File: config.mk
export PLATFORM = sky130hd
export DESIGN_NAME = digit_commit_ctrl_flat
export DESIGN_NICKNAME = d
export VERILOG_FILES = /design/src/rtl/sudoku_ctrl_pkg.sv /design/src/rtl/digit_commit_ctrl_if.sv /design/src/rtl/timeout_counter.sv /design/src/rtl/digit_commit_ctrl.sv /design/src/flat_wrapper.sv
export SDC_FILE = /design/constraint.sdc
export NUM_CORES = 1
export LEC_CHECK = 0
export BUFFER_PORTS_ARGS = -buffer_cell sky130_fd_sc_hd__buf_4
export CELL_PAD_IN_SITES_DETAIL_PLACEMENT = 1
export CELL_PAD_IN_SITES_GLOBAL_PLACEMENT = 1
export CORE_MARGIN = 8
export CORE_UTILIZATION = 35
export DETAILED_ROUTE_END_ITERATION = 8
export PLACE_DENSITY = 0.79
export SKIP_CTS_REPAIR_TIMING = 1
export SYNTH_ARGS = -nofsm -noshare
export SYNTH_HDL_FRONTEND = slang
export SYNTH_SLANG_ARGS = --single-unit
File: constraint.sdc
create_clock -name clk -period 3.75 [get_ports clk]
set_clock_uncertainty 0.1 [all_clocks]
set_input_delay 0.375 -clock clk [delete_from_list [all_inputs] [get_ports clk]]
set_output_delay 0.375 -clock clk [all_outputs]
set_load 0.01 [all_outputs]
File: src/rtl/sudoku_ctrl_pkg.sv
// Shared types and constants for the Sudoku game controllers: top-level game
// states, the digit-commit sequencer states, and board geometry helpers.
package sudoku_ctrl_pkg;

    typedef enum logic [1:0] {
        SMENU = 2'd0,
        SGAME = 2'd1,
        SOVER = 2'd2
    } top_state_t;

    typedef enum logic [2:0] {
        IDLE    = 3'd0,
        CHECK   = 3'd1,
        PREDICT = 3'd2,
        COMMIT  = 3'd3,
        CLEAR   = 3'd4
    } commit_state_t;

    localparam int         CELL_COUNT = 81;
    localparam logic [3:0] DIGIT_MIN  = 4'd1;
    localparam logic [3:0] DIGIT_MAX  = 4'd9;
    localparam logic [3:0] COORD_MAX  = 4'd8;

    typedef struct packed {
        logic [3:0] row;
        logic [3:0] col;
    } cell_t;

    // Row-major board index; callers must range-check row/col first.
    function automatic logic [6:0] cell_index(input logic [3:0] row, input logic [3:0] col);
        return 7'(row) * 7'd9 + 7'(col);
    endfunction

endpackage

File: src/rtl/digit_commit_ctrl_if.sv
// Stroke, predictor and solver-write handshake bundle for digit_commit_ctrl.
// master = the commit controller, slave = the surrounding game logic.
interface digit_commit_ctrl_if;
    logic       draw_valid;
    logic [3:0] draw_row;
    logic [3:0] draw_col;
    logic       pred_start;
    logic       pred_finish;
    logic [3:0] pred_digit;
    logic       wr_en;
    logic [3:0] wr_row;
    logic [3:0] wr_col;
    logic [3:0] wr_data;
    logic       clear_track;

    modport master (
        input  draw_valid, draw_row, draw_col, pred_finish, pred_digit,
        output pred_start, wr_en, wr_row, wr_col, wr_data, clear_track
    );

    modport slave (
        output draw_valid, draw_row, draw_col, pred_finish, pred_digit,
        input  pred_start, wr_en, wr_row, wr_col, wr_data, clear_track
    );
endinterface

File: src/rtl/timeout_counter.sv
// Predictor watchdog: start clears and runs the count, stop halts it.
// expired flags the last cycle in which a predictor finish can still be taken.
module timeout_counter #(
    parameter int CYCLES = 2_000_000
) (
    input  logic clk,
    input  logic rst_n,
    input  logic start,
    input  logic stop,
    output logic expired
);
    localparam int W = $clog2(CYCLES);

    logic [W-1:0] cnt;
    logic         running;

    // Firing one count early lets the owner register its timeout pulse so it
    // lands exactly when the count would reach CYCLES-1.
    assign expired = running && (cnt == W'(CYCLES - 2));

    always_ff @(posedge clk or negedge rst_n) begin
        if (!rst_n) begin
            cnt     <= '0;
            running <= 1'b0;
        end else if (start) begin
            cnt     <= '0;
            running <= 1'b1;
        end else if (stop || expired) begin
            running <= 1'b0;
        end else if (running) begin
            cnt <= cnt + 1'b1;
        end
    end
endmodule

File: src/rtl/digit_commit_ctrl.sv
// Sequences one handwritten digit from stroke completion through prediction to
// a solver write, with a one-entry pending slot for strokes arriving while busy.
module digit_commit_ctrl
    import sudoku_ctrl_pkg::*;
#(
    parameter int TIMEOUT_CYCLES = 2_000_000
) (
    input  logic                  clk,
    input  logic                  rst_n,
    input  logic                  game_active,
    input  logic [CELL_COUNT-1:0] cell_editable,
    digit_commit_ctrl_if.master   bus,
    output logic                  busy,
    output logic                  reject,
    output logic                  timeout,
    output logic                  drop
);
    commit_state_t state, state_n;
    cell_t         work, work_n;
    cell_t         pend, pend_n;
    logic          pend_vld, pend_vld_n;
    cell_t         draw_cell;
    logic          in_range, cell_ok, digit_ok;
    logic [6:0]    idx;
    logic          expired, cnt_start, cnt_stop;
    logic          pstart_n, wr_n, clear_n, reject_n, timeout_n, drop_n;

    assign draw_cell = {bus.draw_row, bus.draw_col};
    assign busy      = (state != IDLE);

    assign in_range = (work.row <= COORD_MAX) && (work.col <= COORD_MAX);
    assign idx      = in_range ? cell_index(work.row, work.col) : 7'd0;
    assign cell_ok  = in_range && cell_editable[idx];
    assign digit_ok = (bus.pred_digit >= DIGIT_MIN) && (bus.pred_digit <= DIGIT_MAX);

    assign cnt_start = pstart_n;
    assign cnt_stop  = (state == PREDICT) && (state_n != PREDICT);

    timeout_counter #(.CYCLES(TIMEOUT_CYCLES)) u_timeout (
        .clk     (clk),
        .rst_n   (rst_n),
        .start   (cnt_start),
        .stop    (cnt_stop),
        .expired (expired)
    );

    always_comb begin
        state_n    = state;
        work_n     = work;
        pend_n     = pend;
        pend_vld_n = pend_vld;
        pstart_n   = 1'b0;
        wr_n       = 1'b0;
        clear_n    = 1'b0;
        reject_n   = 1'b0;
        timeout_n  = 1'b0;
        drop_n     = 1'b0;

        if (!game_active) begin
            state_n    = IDLE;
            pend_vld_n = 1'b0;
            clear_n    = (state != IDLE) && (state != CLEAR);
        end else begin
            unique case (state)
                IDLE: begin
                    if (pend_vld) begin
                        work_n     = pend;
                        pend_vld_n = bus.draw_valid;
                        if (bus.draw_valid) pend_n = draw_cell;
                        state_n    = CHECK;
                    end else if (bus.draw_valid) begin
                        work_n  = draw_cell;
                        state_n = CHECK;
                    end
                end
                CHECK: begin
                    if (!cell_ok) begin
                        reject_n = 1'b1;
                        state_n  = CLEAR;
                    end else begin
                        pstart_n = 1'b1;
                        state_n  = PREDICT;
                    end
                end
                PREDICT: begin
                    // pred_start is high only in the first PREDICT cycle, so it
                    // doubles as the "finish not yet accepted" qualifier.
                    if (bus.pred_finish && !bus.pred_start) begin
                        if (digit_ok) begin
                            wr_n    = 1'b1;
                            state_n = COMMIT;
                        end else begin
                            reject_n = 1'b1;
                            state_n  = CLEAR;
                        end
                    end else if (expired) begin
                        timeout_n = 1'b1;
                        state_n   = CLEAR;
                    end
                end
                COMMIT:  state_n = CLEAR;
                CLEAR:   state_n = IDLE;
                default: state_n = IDLE;
            endcase

            if (state != IDLE && bus.draw_valid) begin
                if (!pend_vld) begin
                    pend_vld_n = 1'b1;
                    pend_n     = draw_cell;
                end else begin
                    drop_n = 1'b1;
                end
            end
            clear_n = (state_n == CLEAR);
        end
    end

    always_ff @(posedge clk or negedge rst_n) begin
        if (!rst_n) begin
            state           <= IDLE;
            work            <= '0;
            pend            <= '0;
            pend_vld        <= 1'b0;
            bus.pred_start  <= 1'b0;
            bus.wr_en       <= 1'b0;
            bus.wr_row      <= '0;
            bus.wr_col      <= '0;
            bus.wr_data     <= '0;
            bus.clear_track <= 1'b0;
            reject          <= 1'b0;
            timeout         <= 1'b0;
            drop            <= 1'b0;
        end else begin
            state           <= state_n;
            work            <= work_n;
            pend            <= pend_n;
            pend_vld        <= pend_vld_n;
            bus.pred_start  <= pstart_n;
            bus.wr_en       <= wr_n;
            bus.clear_track <= clear_n;
            reject          <= reject_n;
            timeout         <= timeout_n;
            drop            <= drop_n;
            if (wr_n) begin
                bus.wr_row  <= work.row;
                bus.wr_col  <= work.col;
                bus.wr_data <= bus.pred_digit;
            end
        end
    end
endmodule

File: src/flat_wrapper.sv
// flat-port wrapper written by rule: the top's interface ports become plain ports
module digit_commit_ctrl_flat import sudoku_ctrl_pkg::*;
#(
    parameter int TIMEOUT_CYCLES = 2_000_000
)
  (clk, rst_n, game_active, cell_editable, busy, reject, timeout, drop, bus_draw_valid, bus_draw_row, bus_draw_col, bus_pred_finish, bus_pred_digit, bus_pred_start, bus_wr_en, bus_wr_row, bus_wr_col, bus_wr_data, bus_clear_track);
  digit_commit_ctrl_if bus_i ();
  input  logic clk;
  input  logic rst_n;
  input  logic game_active;
  input  logic [CELL_COUNT-1:0] cell_editable;
  output logic busy;
  output logic reject;
  output logic timeout;
  output logic drop;
  input wire logic [$bits(bus_i.draw_valid)-1:0] bus_draw_valid;
  input wire logic [$bits(bus_i.draw_row)-1:0] bus_draw_row;
  input wire logic [$bits(bus_i.draw_col)-1:0] bus_draw_col;
  input wire logic [$bits(bus_i.pred_finish)-1:0] bus_pred_finish;
  input wire logic [$bits(bus_i.pred_digit)-1:0] bus_pred_digit;
  output wire logic [$bits(bus_i.pred_start)-1:0] bus_pred_start;
  output wire logic [$bits(bus_i.wr_en)-1:0] bus_wr_en;
  output wire logic [$bits(bus_i.wr_row)-1:0] bus_wr_row;
  output wire logic [$bits(bus_i.wr_col)-1:0] bus_wr_col;
  output wire logic [$bits(bus_i.wr_data)-1:0] bus_wr_data;
  output wire logic [$bits(bus_i.clear_track)-1:0] bus_clear_track;
  assign bus_i.draw_valid = bus_draw_valid;
  assign bus_i.draw_row = bus_draw_row;
  assign bus_i.draw_col = bus_draw_col;
  assign bus_i.pred_finish = bus_pred_finish;
  assign bus_i.pred_digit = bus_pred_digit;
  assign bus_pred_start = bus_i.pred_start;
  assign bus_wr_en = bus_i.wr_en;
  assign bus_wr_row = bus_i.wr_row;
  assign bus_wr_col = bus_i.wr_col;
  assign bus_wr_data = bus_i.wr_data;
  assign bus_clear_track = bus_i.clear_track;
  digit_commit_ctrl #(.TIMEOUT_CYCLES(TIMEOUT_CYCLES)) u_core (.clk(clk), .rst_n(rst_n), .game_active(game_active), .cell_editable(cell_editable), .bus(bus_i), .busy(busy), .reject(reject), .timeout(timeout), .drop(drop));
endmodule
After elaboration in Yosys (flattened, before gate mapping)
Index checks and enable logic that the tools add are counted.
{"block": "op_classes", "mux": 49, "n_lt_le_gt_ge": 5, "reduce_logical": 17, "n_eq_ne": 8, "mul": 1, "add_sub_neg": 2}
{"op": "$mux W21", "count": 3}
{"op": "$mux W8", "count": 7}
{"op": "$mux W1", "count": 27}
{"op": "$mux W3", "count": 8}
{"op": "$add A21 B1 Y21 const B", "count": 1}
{"op": "$eq A21 B21 Y1 const B", "count": 1}
{"op": "$le A4 B4 Y1 const B", "count": 3}
{"op": "$pmux W3 S4", "count": 1}
{"op": "$logic_and A1 B1 Y1", "count": 8}
{"op": "$lt A7 B8 Y1 const B", "count": 1}
{"op": "$add A7 B4 Y7", "count": 1}
{"op": "$bmux W1 S7", "count": 1}
{"op": "$mul A4 B4 Y7 const B", "count": 1}
{"op": "$mux W7", "count": 1}
{"op": "$eq A3 B2 Y1 const B", "count": 2}
{"op": "$reduce_bool A2 Y1", "count": 3}
{"op": "$ge A4 B1 Y1 const B", "count": 1}
{"op": "$eq A3 B1 Y1 const B", "count": 1}
{"op": "$eq A3 B3 Y1 const B", "count": 1}
{"op": "$logic_not A3 Y1", "count": 1}
{"op": "$ne A3 B2 Y1 const B", "count": 1}
{"op": "$ne A3 B3 Y1 const B", "count": 1}
{"op": "$reduce_and A3 Y1", "count": 1}
{"op": "$reduce_bool A3 Y1", "count": 1}
{"op": "5 further kinds", "count": 5}
{"block": "word_totals", "regBits": 60, "input_bits": 98, "out_inout_bits": 19}

Depth between registers and ports, before layout
Gate-level depths: netlist of run 1.
{"block": "depth", "depth_word": 15, "depth_mapped": 14}

Cells and area by module
Synthesis of run 1 repeated with hierarchy kept, for this count alone.
{"block": "unflattened", "hier_cells": 456, "hier_area_um2": 4075.2}
{"mod": "digit_commit_ctrl", "cells_per_inst": 327, "area_each_um2": 2864.0, "n_inst": 1}
{"mod": "timeout_counter", "cells_per_inst": 129, "area_each_um2": 1211.2, "n_inst": 1}

Least setup slack after synthesis of run 1
OpenSTA, ideal clock, no wires.
{"block": "synth_path", "path_type": "reg2reg", "from": "register u_core.work[5] (netlist name)", "to": "register u_core.u_timeout.cnt[10]", "t_arrival_ns": 3.259, "required_time_ns": 3.567, "stages_incl_launch_ff": 14, "path_slack_ns": 0.307, "path_cell_list": "dfrtp_1 > ha_1 > ha_1 > inv_1 > fa_1 > buf_2 > inv_1 > a221o_1 > a2111oi_0 > nor4_1 > o2111a_1 > a211o_1 > buf_6 > a22oi_2"}
{"block": "synth_via", "elab_chain_len": 15, "elab_cells_between_ends": 22}
{"item": "start: declaration", "line_no": "digit_commit_ctrl.sv:19", "rtl": "cell_t work, work_n;"}
{"item": "start signal: assignment", "line_no": "digit_commit_ctrl.sv:135", "rtl": "work <= work_n;"}
{"item": "$mul A4 B4 Y7 / $le A4 B4 Y1 (equally long branches)", "line_no": "sudoku_ctrl_pkg.sv:31, digit_commit_ctrl.sv:31"}
{"item": "$add A7 B4 Y7 / $logic_and A1 B1 Y1 (equally long branches)", "line_no": "sudoku_ctrl_pkg.sv:31, digit_commit_ctrl.sv:31"}
{"item": "$mux W7", "line_no": "digit_commit_ctrl.sv:32", "rtl": "assign idx = in_range ? cell_index(work.row, work.col) : 7'd0;"}
{"item": "$bmux W1 S7", "line_no": "digit_commit_ctrl.sv:33", "rtl": "assign cell_ok = in_range && cell_editable[idx];"}
{"item": "$mux W1 (not written as such)", "line_no": "digit_commit_ctrl.sv:33"}
{"item": "$logic_and A1 B1 Y1 *", "line_no": "digit_commit_ctrl.sv:33"}
{"item": "$mux W3", "line_no": "digit_commit_ctrl.sv:77", "rtl": "if (!cell_ok) begin"}
{"item": "$pmux W3 S4", "line_no": "digit_commit_ctrl.sv:64", "rtl": "unique case (state)"}
{"item": "$mux W3 (2 in series)", "line_no": "digit_commit_ctrl.sv:59", "rtl": "if (!game_active) begin"}
{"item": "$ne A3 B2 Y1", "line_no": "digit_commit_ctrl.sv:37", "rtl": "assign cnt_stop = (state == PREDICT) && (state_n != PREDICT);"}
{"item": "$logic_and A1 B1 Y1", "line_no": "digit_commit_ctrl.sv:37"}
{"item": "$logic_or A1 B1 Y1", "line_no": "timeout_counter.sv:28", "rtl": "end else if (stop || expired) begin"}
{"item": "$ne A2 B1 Y1 (no source line)"}
{"item": "$reduce_and A2 Y1 (no source line)"}
{"item": "end signal: assignment", "line_no": "timeout_counter.sv:31", "rtl": "cnt <= cnt + 1'b1;"}
{"item": "end: declaration", "line_no": "timeout_counter.sv:14", "rtl": "logic [W-1:0] cnt;"}
Every way passes the cells marked *; elsewhere a longest branch is shown, timed or not. The select of a mux whose other input is x is not followed.
A chain may end at the register's enable or synchronous reset.

Final worst setup path of run 1
{"block": "layout_path", "from": "register u_core.work[1] (netlist name)", "to": "register u_core.bus.clear_track"}
{"block": "layout_via", "elab_chain_len": 11, "elab_cells_between_ends": 12}
{"item": "parallel branches: the longest is 5 deep, another holds $add A7 B4 Y7"}
{"item": "$logic_and A1 B1 Y1 *", "line_no": "digit_commit_ctrl.sv:33"}
{"item": "$mux W3 *", "line_no": "digit_commit_ctrl.sv:77"}
{"item": "$pmux W3 S4 *", "line_no": "digit_commit_ctrl.sv:64"}
{"item": "$mux W3 *", "line_no": "digit_commit_ctrl.sv:59"}
{"item": "$eq A3 B3 Y1 *", "line_no": "digit_commit_ctrl.sv:114", "rtl": "clear_n = (state_n == CLEAR);"}
{"item": "$mux W1 *", "line_no": "digit_commit_ctrl.sv:59"}
{"item": "named net u_core.clear_n", "line_no": "digit_commit_ctrl.sv:26", "rtl": "logic pstart_n, wr_n, clear_n, reject_n, timeout_n, drop_n;"}
{"item": "end signal: assignment", "line_no": "digit_commit_ctrl.sv:140", "rtl": "bus.clear_track <= clear_n;"}
{"item": "end: declaration", "line_no": "digit_commit_ctrl_if.sv:18", "rtl": "output pred_start, wr_en, wr_row, wr_col, wr_data, clear_track"}
Mark *: on every way through the listed nets, which the timed path passes. The select of a mux whose other input is x is not followed.

==> results.md, run 1 <==
- Commonest register cell after synthesis: dfrtp_1
- Worst R2R Start: u_core.work[1]
- Routed Antenna Nets: 0
- Syn Nets: 537
- Seq cells post-synth: 60
- Crit-path max FO: 23
- CP top delay family: compound AO/OA/AOI/OAI gates
- Most frequent cell after synthesis: dfrtp_1
- Worst vdd ir: 552 uV
- Inserted Clock Buffers: 9
- Kind of critical path: reg -> reg
- H-Tree Level Count: 3
- RePlAce Congestion: 0.856
- Buf+Inv Stages, Crit Path: 2
- Port Buffers: 116
- Fin util: 47.4%
- Period Utilization, post-route: 97.0%
- Yosys warnings: 0
- Vias: 3941
- CP max stage delay: 0.48 ns
- Diode count: 0
- Leak: 0.00245 uW
- Worst skew pair latency: 0.33 ns
- Worst Tran Pin Value: 1.09 ns
- P&R area growth vs syn: 33.6%
- Endpoints failing hold: 0
- CTS Sinks: 60
- Most frequent cells after synthesis: dfrtp_1, nor2_1, nand2_1
- Hold WC Path Type: in -> async
- Root buf cell: clkbuf_16
- Outcome: complete, no violations
- Post-route insts no fill: 694
- End of the worst register-to-register path: u_core.bus.clear_track
- Max Cap Viol: 0
- Vias in the first global route: 4157
- Initial DRC count: 313
- Slowest CP cell: fa_2
- Number of flops mapped to enable cells by yosys: 0
- DRC: 0
- FMAX: 275 MHz
- Post-Route WL: 13900 um
- Area leader, netlist: dfrtp_1
- CORE AREA: 11900 um^2
- Crit-path cells: ha_1, ha_1, inv_1, fa_2, nor2b_1, a221o_1, a2111oi_2, nor4_1, o2111a_1, a211o_1, buf_12, a311oi_2
- Share of cells above drive strength 1: 37.1%
- Initial antenna violation count: 0
- CP arrival: 3.76 ns
- Max-slew violation count: 0
- Site Rows: 40
- Dpl hpwl: 10500 um
- Largest net degree at the start of global routing: 61
- Synthesized instance count: 425
- Final min period: 3.64 ns
- Synth top area cells: dfrtp_1, mux2_2, mux2i_1
- Clock Path Buffers: 2
- Max-Slew Margin vs Limit: 27.3%
- Initial Utilization: 35.5%
- Unique masters post-synth: 65
- Setup Total Neg Slack: 0 ns
- Io pins: 117
- Vias per inst: 5.68
- CTS tree: built
- First-pass GRT wire length: 22300 um
- GRT overflow: 0
- Die height: 126 um
- R2R setup slack: 0.11 ns
- Seq/Total Area, Yosys: 35.7%
- Die W: 126 um
- Top cell by count, worst path: ha_1
- WP data required: 3.88 ns
- TritonRoute pass-1 iters: 5
- Nets: 655
- Asr flop ratio synth: 100%
- Setup violators final: 0
- Total track usage: 17.3%
- Mean area per synthesized cell: 9.90 um^2
- Synthesized area: 4210 um^2
- DIE AREA: 15800 um^2
- Drt wl/cell: 20.0 um
- Crit path capture type: flop
- Reg2Reg Depth: 12
- CP startpoint kind: flop
- Placed instance count: 679
- Pwr dens: 1110 nW/um^2
- Area share of the largest cell type after synthesis: 35.7%
- Clock transition at path regs: 0.05 ns
-- placed cells by master (no fill, tap or decap), types with 3 or more instances in the layout --
| master | instances |
|---|---|
| nor2b_1 | 8 |
| nor4_2 | 3 |
| mux2i_1 | 24 |
| a211oi_1 | 8 |
| a2111oi_0 | 5 |
| nand3_1 | 11 |
| a21oi_1 | 22 |
| nand2b_1 | 7 |
| and3_1 | 6 |
| nor2_1 | 26 |
| dfrtp_1 | 60 |
| nor3_1 | 6 |
| o21ai_0 | 19 |
| a22oi_2 | 12 |
| mux2_2 | 23 |
| mux4_2 | 6 |
| clkbuf_16 | 9 |
| or3_1 | 9 |
| nand4_1 | 4 |
| and2_1 | 4 |
| clkbuf_1 | 3 |
| a22oi_1 | 4 |
| inv_1 | 15 |
| or2_2 | 4 |
| xnor2_1 | 8 |
| nor4_1 | 4 |
| or4_1 | 7 |
| buf_4 | 129 |
| o31ai_1 | 7 |
| ha_1 | 12 |
| nand2_1 | 26 |
-- power by group --
part	leakage [uW]	switching, uW	internal (uW)
clock	0.000140	271	527
sequential	0.000732	261	928
combinational	0.00158	2350	1900
total	0.00245	2880	3360
-- sequential cells by signal, summed over array words and instances, names as in the netlist, 3 cells and up --
| name | cells |
|---|---|
| u_core.work | 8 |
| u_core.bus.wr_data | 4 |
| u_core.bus.wr_col | 4 |
| u_core.bus.wr_row | 4 |
| u_core.pend | 8 |
| u_core.state | 3 |
| u_core.u_timeout.cnt | 21 |
-- logic make-up after synthesis --
| family | count (synthesis) | synth area share, % |
|---|---|---|
| flops | 60 | 35.7 |
| fa+ha+maj | 14 | 4.34 |
| buf+inv | 39 | 4.28 |
| compound gates | 108 | 19.7 |
| xor+xnor | 9 | 1.87 |
| simple gates | 142 | 19.1 |
| mux | 53 | 15.1 |
-- how the worst max path moves through the flow --
stage                         startpoint                  endpoint  slack (ns)  cells after the start
final                     u_core.work[1]    u_core.bus.clear_track        0.11                     12
after global routing      u_core.work[1]    u_core.bus.clear_track       -0.02                     13
after CTS                 u_core.work[4]    u_core.bus.clear_track       -0.02                     11
after detailed placement  u_core.work[4]    u_core.bus.clear_track       0.001                     11
after global placement    u_core.work[1]    u_core.bus.clear_track        0.18                     13
after floorplan           u_core.work[5]  u_core.u_timeout.cnt[10]        0.31                     13
-- metal layers --
layer | up-vias | GRT usage [%] | wire [um]
li1 | 1857 | - | -
met1 | 1950 | 21.8 | 6190
met2 | 117 | 28.7 | 6700
met3 | 17 | 3.84 | 801
met4 | 0 | 5.80 | 179
met5 | - | 0 | 0
-- metrics by stage --
step | hold slack, ns | setup WS, ns | cell area, um^2 | total power (uW)
floorplan | -0.0206 | 0.307 | 4210 | 3970
global placement | 0.389 | 0.177 | 5260 | 5000
detailed placement | 0.395 | 0.00138 | 5260 | 5150
CTS | 0.0543 | -0.0161 | 5550 | 5990
global route | 0.0748 | -0.0158 | 5620 | 6690
finish | 0.0211 | 0.114 | 5620 | 6240
-- cell type report --
class	count	area [um^2]
Fill cell	1338	6240
Multi-Input combinational cell	326	2590
Sequential cell	60	1500
Timing Repair Buffer	131	1000
Clock buffer	13	250
Tap cell	147	184
Inverter	15	56.3
Clock inverter	2	35.0
(Power assumes the default switching activity.)
==> inputs of run 2 (changes only) <==
Settings changed: CORE_UTILIZATION 35 to 40, PLACE_DENSITY 0.79 to 0.88.
==> run 2 against run 1 <==
  * Worst hold slack lost 0.022 ns
  * Clock-buffer cell count decreased by 1
  * The flow now finishes with violations (negative hold slack)
  * Sequential cell count did not move
  * Total power increased by 8.6%
  * Largest cell class unchanged
==> results.md, run 2 (synthesis results as in run 1) <==
- Kind of critical path: reg -> reg
- Die W: 119 um (-5.6%)
- Dpl hpwl: 11200 um (+7.4%)
- Hold WC Path Type: in -> async
- Pwr dens: 1200 nW/um^2 (+8.0%)
- First-pass GRT wire length: 23800 um (+6.9%)
- Failing checks: negative hold slack
- Die height: 119 um (-5.6%)
- Placed instance count: 671 (-1.2%)
- CORE AREA: 10300 um^2 (-13%)
- DRC: 0 (unchanged)
- Vias per inst: 5.99 (+5.5%)
- Vias in the first global route: 4434 (+6.7%)
- Initial Utilization: 40.9% (+5.5 points)
- CTS Sinks: 60 (unchanged)
- Max Cap Viol: 0 (unchanged)
- CTS tree: built
- Reg2Reg Depth: 13 (+1)
- DIE AREA: 14100 um^2 (-11%)
- Combinational fraction of design power: 72.0% (+3.9 points)
- End of the worst register-to-register path: u_core.u_timeout.running
- Outcome: finished with violations
- Endpoints failing hold: 1 (+1)
- Crit-path max FO: 7 (-70%)
- H-Tree Level Count: 3 (unchanged)
- Slowest CP cell: fa_2
- Worst R2R Start: u_core.work[1]
- Final min period: 3.68 ns (+0.0414 ns)
- Io pins: 117 (unchanged)
- R2R setup slack: 0.07 ns (-0.04 ns)
- CP Capture Point: u_core.u_timeout.running
- Largest registers: u_core.u_timeout.cnt (21), u_core.pend (8), u_core.work (8)
- Setup violators final: 0 (unchanged)
- TritonRoute pass-1 iters: 4 (-1)
- Clock Path Buffers: 2 (unchanged)
- Sw Pwr: 3220 uW (+12%)
- Share of cells above drive strength 1: 39.7% (+2.6 points)
- Worst Tran Pin Value: 1.13 ns (+0.0432 ns)
- Worst skew pair latency: 0.35 ns (+0.02 ns)
- Crit-path cells: ha_1, ha_2, inv_1, fa_2, buf_6, and2_4, a22oi_1, a2111oi_2, nor4_1, o2111a_1, a211oi_1, buf_4, o21ai_0
- RePlAce Congestion: 0.898 (+4.8%)
- CP arrival: 3.77 ns (about the same)
- Clock transition at path regs: 0.07 ns (+0.02 ns)
- Largest net degree at the start of global routing: 61 (unchanged)
- Clock power frac: 10.2% (-2.6 points)
- CP max stage delay: 0.59 ns (+0.11 ns)
- Top reg by flops: u_core.u_timeout.cnt
- CP Launch Point: u_core.work[1]
- Post-Route WL: 15400 um (+11%)
- Drt wl/cell: 22.3 um (+12%)
- Diode count: 0 (unchanged)
- Vias: 4134 (+4.9%)
- Routed Antenna Nets: 0 (unchanged)
- Port Buffers: 116 (unchanged)
- WP data required: 3.84 ns (-0.04 ns)
- Site Rows: 37 (-7.5%)
- Period Utilization, post-route: 98.1% (+1.1 points)
- Inserted Clock Buffers: 9 (unchanged)
- Reg power frac: 17.8% (-1.3 points)
- Sw frac: 47.6% (+1.5 points)
- Max FFs per register: 21 (unchanged)
- Most frequent cells in the layout: buf_4, dfrtp_1, nor2_1, nand2_1, mux2i_1
- Leak: 0.00248 uW (+1.1%)
- Max-Slew Margin vs Limit: 24.4% (-2.9 points)
- Crit path capture type: flop
- Initial DRC count: 302 (-3.5%)
- Most common cell after layout, fill and taps aside: buf_4
- Placed cell area: 5270 um^2 (+0.17%)
- Post-route insts no fill: 690 (-0.58%)
- Initial antenna violation count: 0 (unchanged)
- Nets: 661 (+0.92%)
- Fillcell total: 1180 (-12%)
- P_int: 3550 uW (+5.6%)
- P&R area growth vs syn: 34.2%
- Finished Cell Area: 5650 um^2 (+0.49%)
- FMAX: 272 MHz (-1.1%)
- Root buf cell: clkbuf_8
- CP startpoint kind: flop
- Total track usage: 20.9% (+3.6 points)
- GRT overflow: 0 (unchanged)
- Worst vdd ir: 694 uV (+26%)
- WHS: -0.00132 ns (-0.0224 ns)
- Max-slew violation count: 0 (unchanged)
run 2: cell count changes in the layout (fill, tap and decap cells not counted), sizes merged:
cell and delta:
buf +6, bufinv +1, clkbuf -1, clkinv +1
run 2: cell type report:
type,instances,area [um^2],share of cell area [%]
multi-input combinational,326,2630,46.5
sequential,60,1500,26.6
tap,136,170,3.01
clock buffer,12,165,2.92
inverter,15,56.3,0.997
timing repair buffer,137,1060,18.7
clock inverter,4,70.1,1.24
run 2: layer usage:
| layer | GRT usage, % | wire (um) | up-vias |
|---|---|---|---|
| li1 | - | - | 1870 |
| met1 | 24.8 | 6510 | 2050 |
| met2 | 35.2 | 7450 | 170 |
| met3 | 4.85 | 899 | 44 |
| met4 | 9.41 | 534 | 0 |
| met5 | 0 | 0 | - |
run 2: worst max-delay path: cells and delay by family, from the launching register on:
kind,cells,cell delay (ns)
flops,1,0.39
buf+inv,3,0.43
fa+ha+maj,3,1.09
simple gates,2,0.27
compound gates,5,1.25
run 2: power by group through the flow:
stage	registers (uW)	logic [uW]	clock network, uW
final	1210	4870	689
after global routing	1240	5170	730
after CTS	1200	4240	703
after detailed placement	1200	4190	0
after global placement	1170	3940	0
after floorplan	1140	2830	0
run 2: through the flow:
step	util, %	hold slack (ns)	setup TNS (ns)	setup WS, ns	total power, uW
floorplan	-	-0.0206	0	0.307	3970
global route	55.0	0.0450	-0.0914	-0.0565	7140
CTS	53.6	0.00736	-0.853	-0.0814	6140
global placement	51.3	0.385	0	0.176	5110
finish	55.0	-0.00132	0	0.0722	6770
detailed placement	51.3	0.393	-0.146	-0.0603	5390
run 2: how the worst min path moves through the flow:
| stage | depth (start not counted) | endpoint | slack, ns | startpoint |
|---|---|---|---|---|
| after global placement | 1 | u_core.pend[0] | 0.39 | rst_n |
| after floorplan | 0 | u_core.bus.clear_track | -0.02 | rst_n |
| after global routing | 1 | u_core.pend[5] | 0.04 | rst_n |
| final | 1 | u_core.pend[1] | -0.001 | rst_n |
| after CTS | 1 | u_core.work[3] | 0.007 | rst_n |
| after detailed placement | 1 | u_core.pend[5] | 0.39 | rst_n |
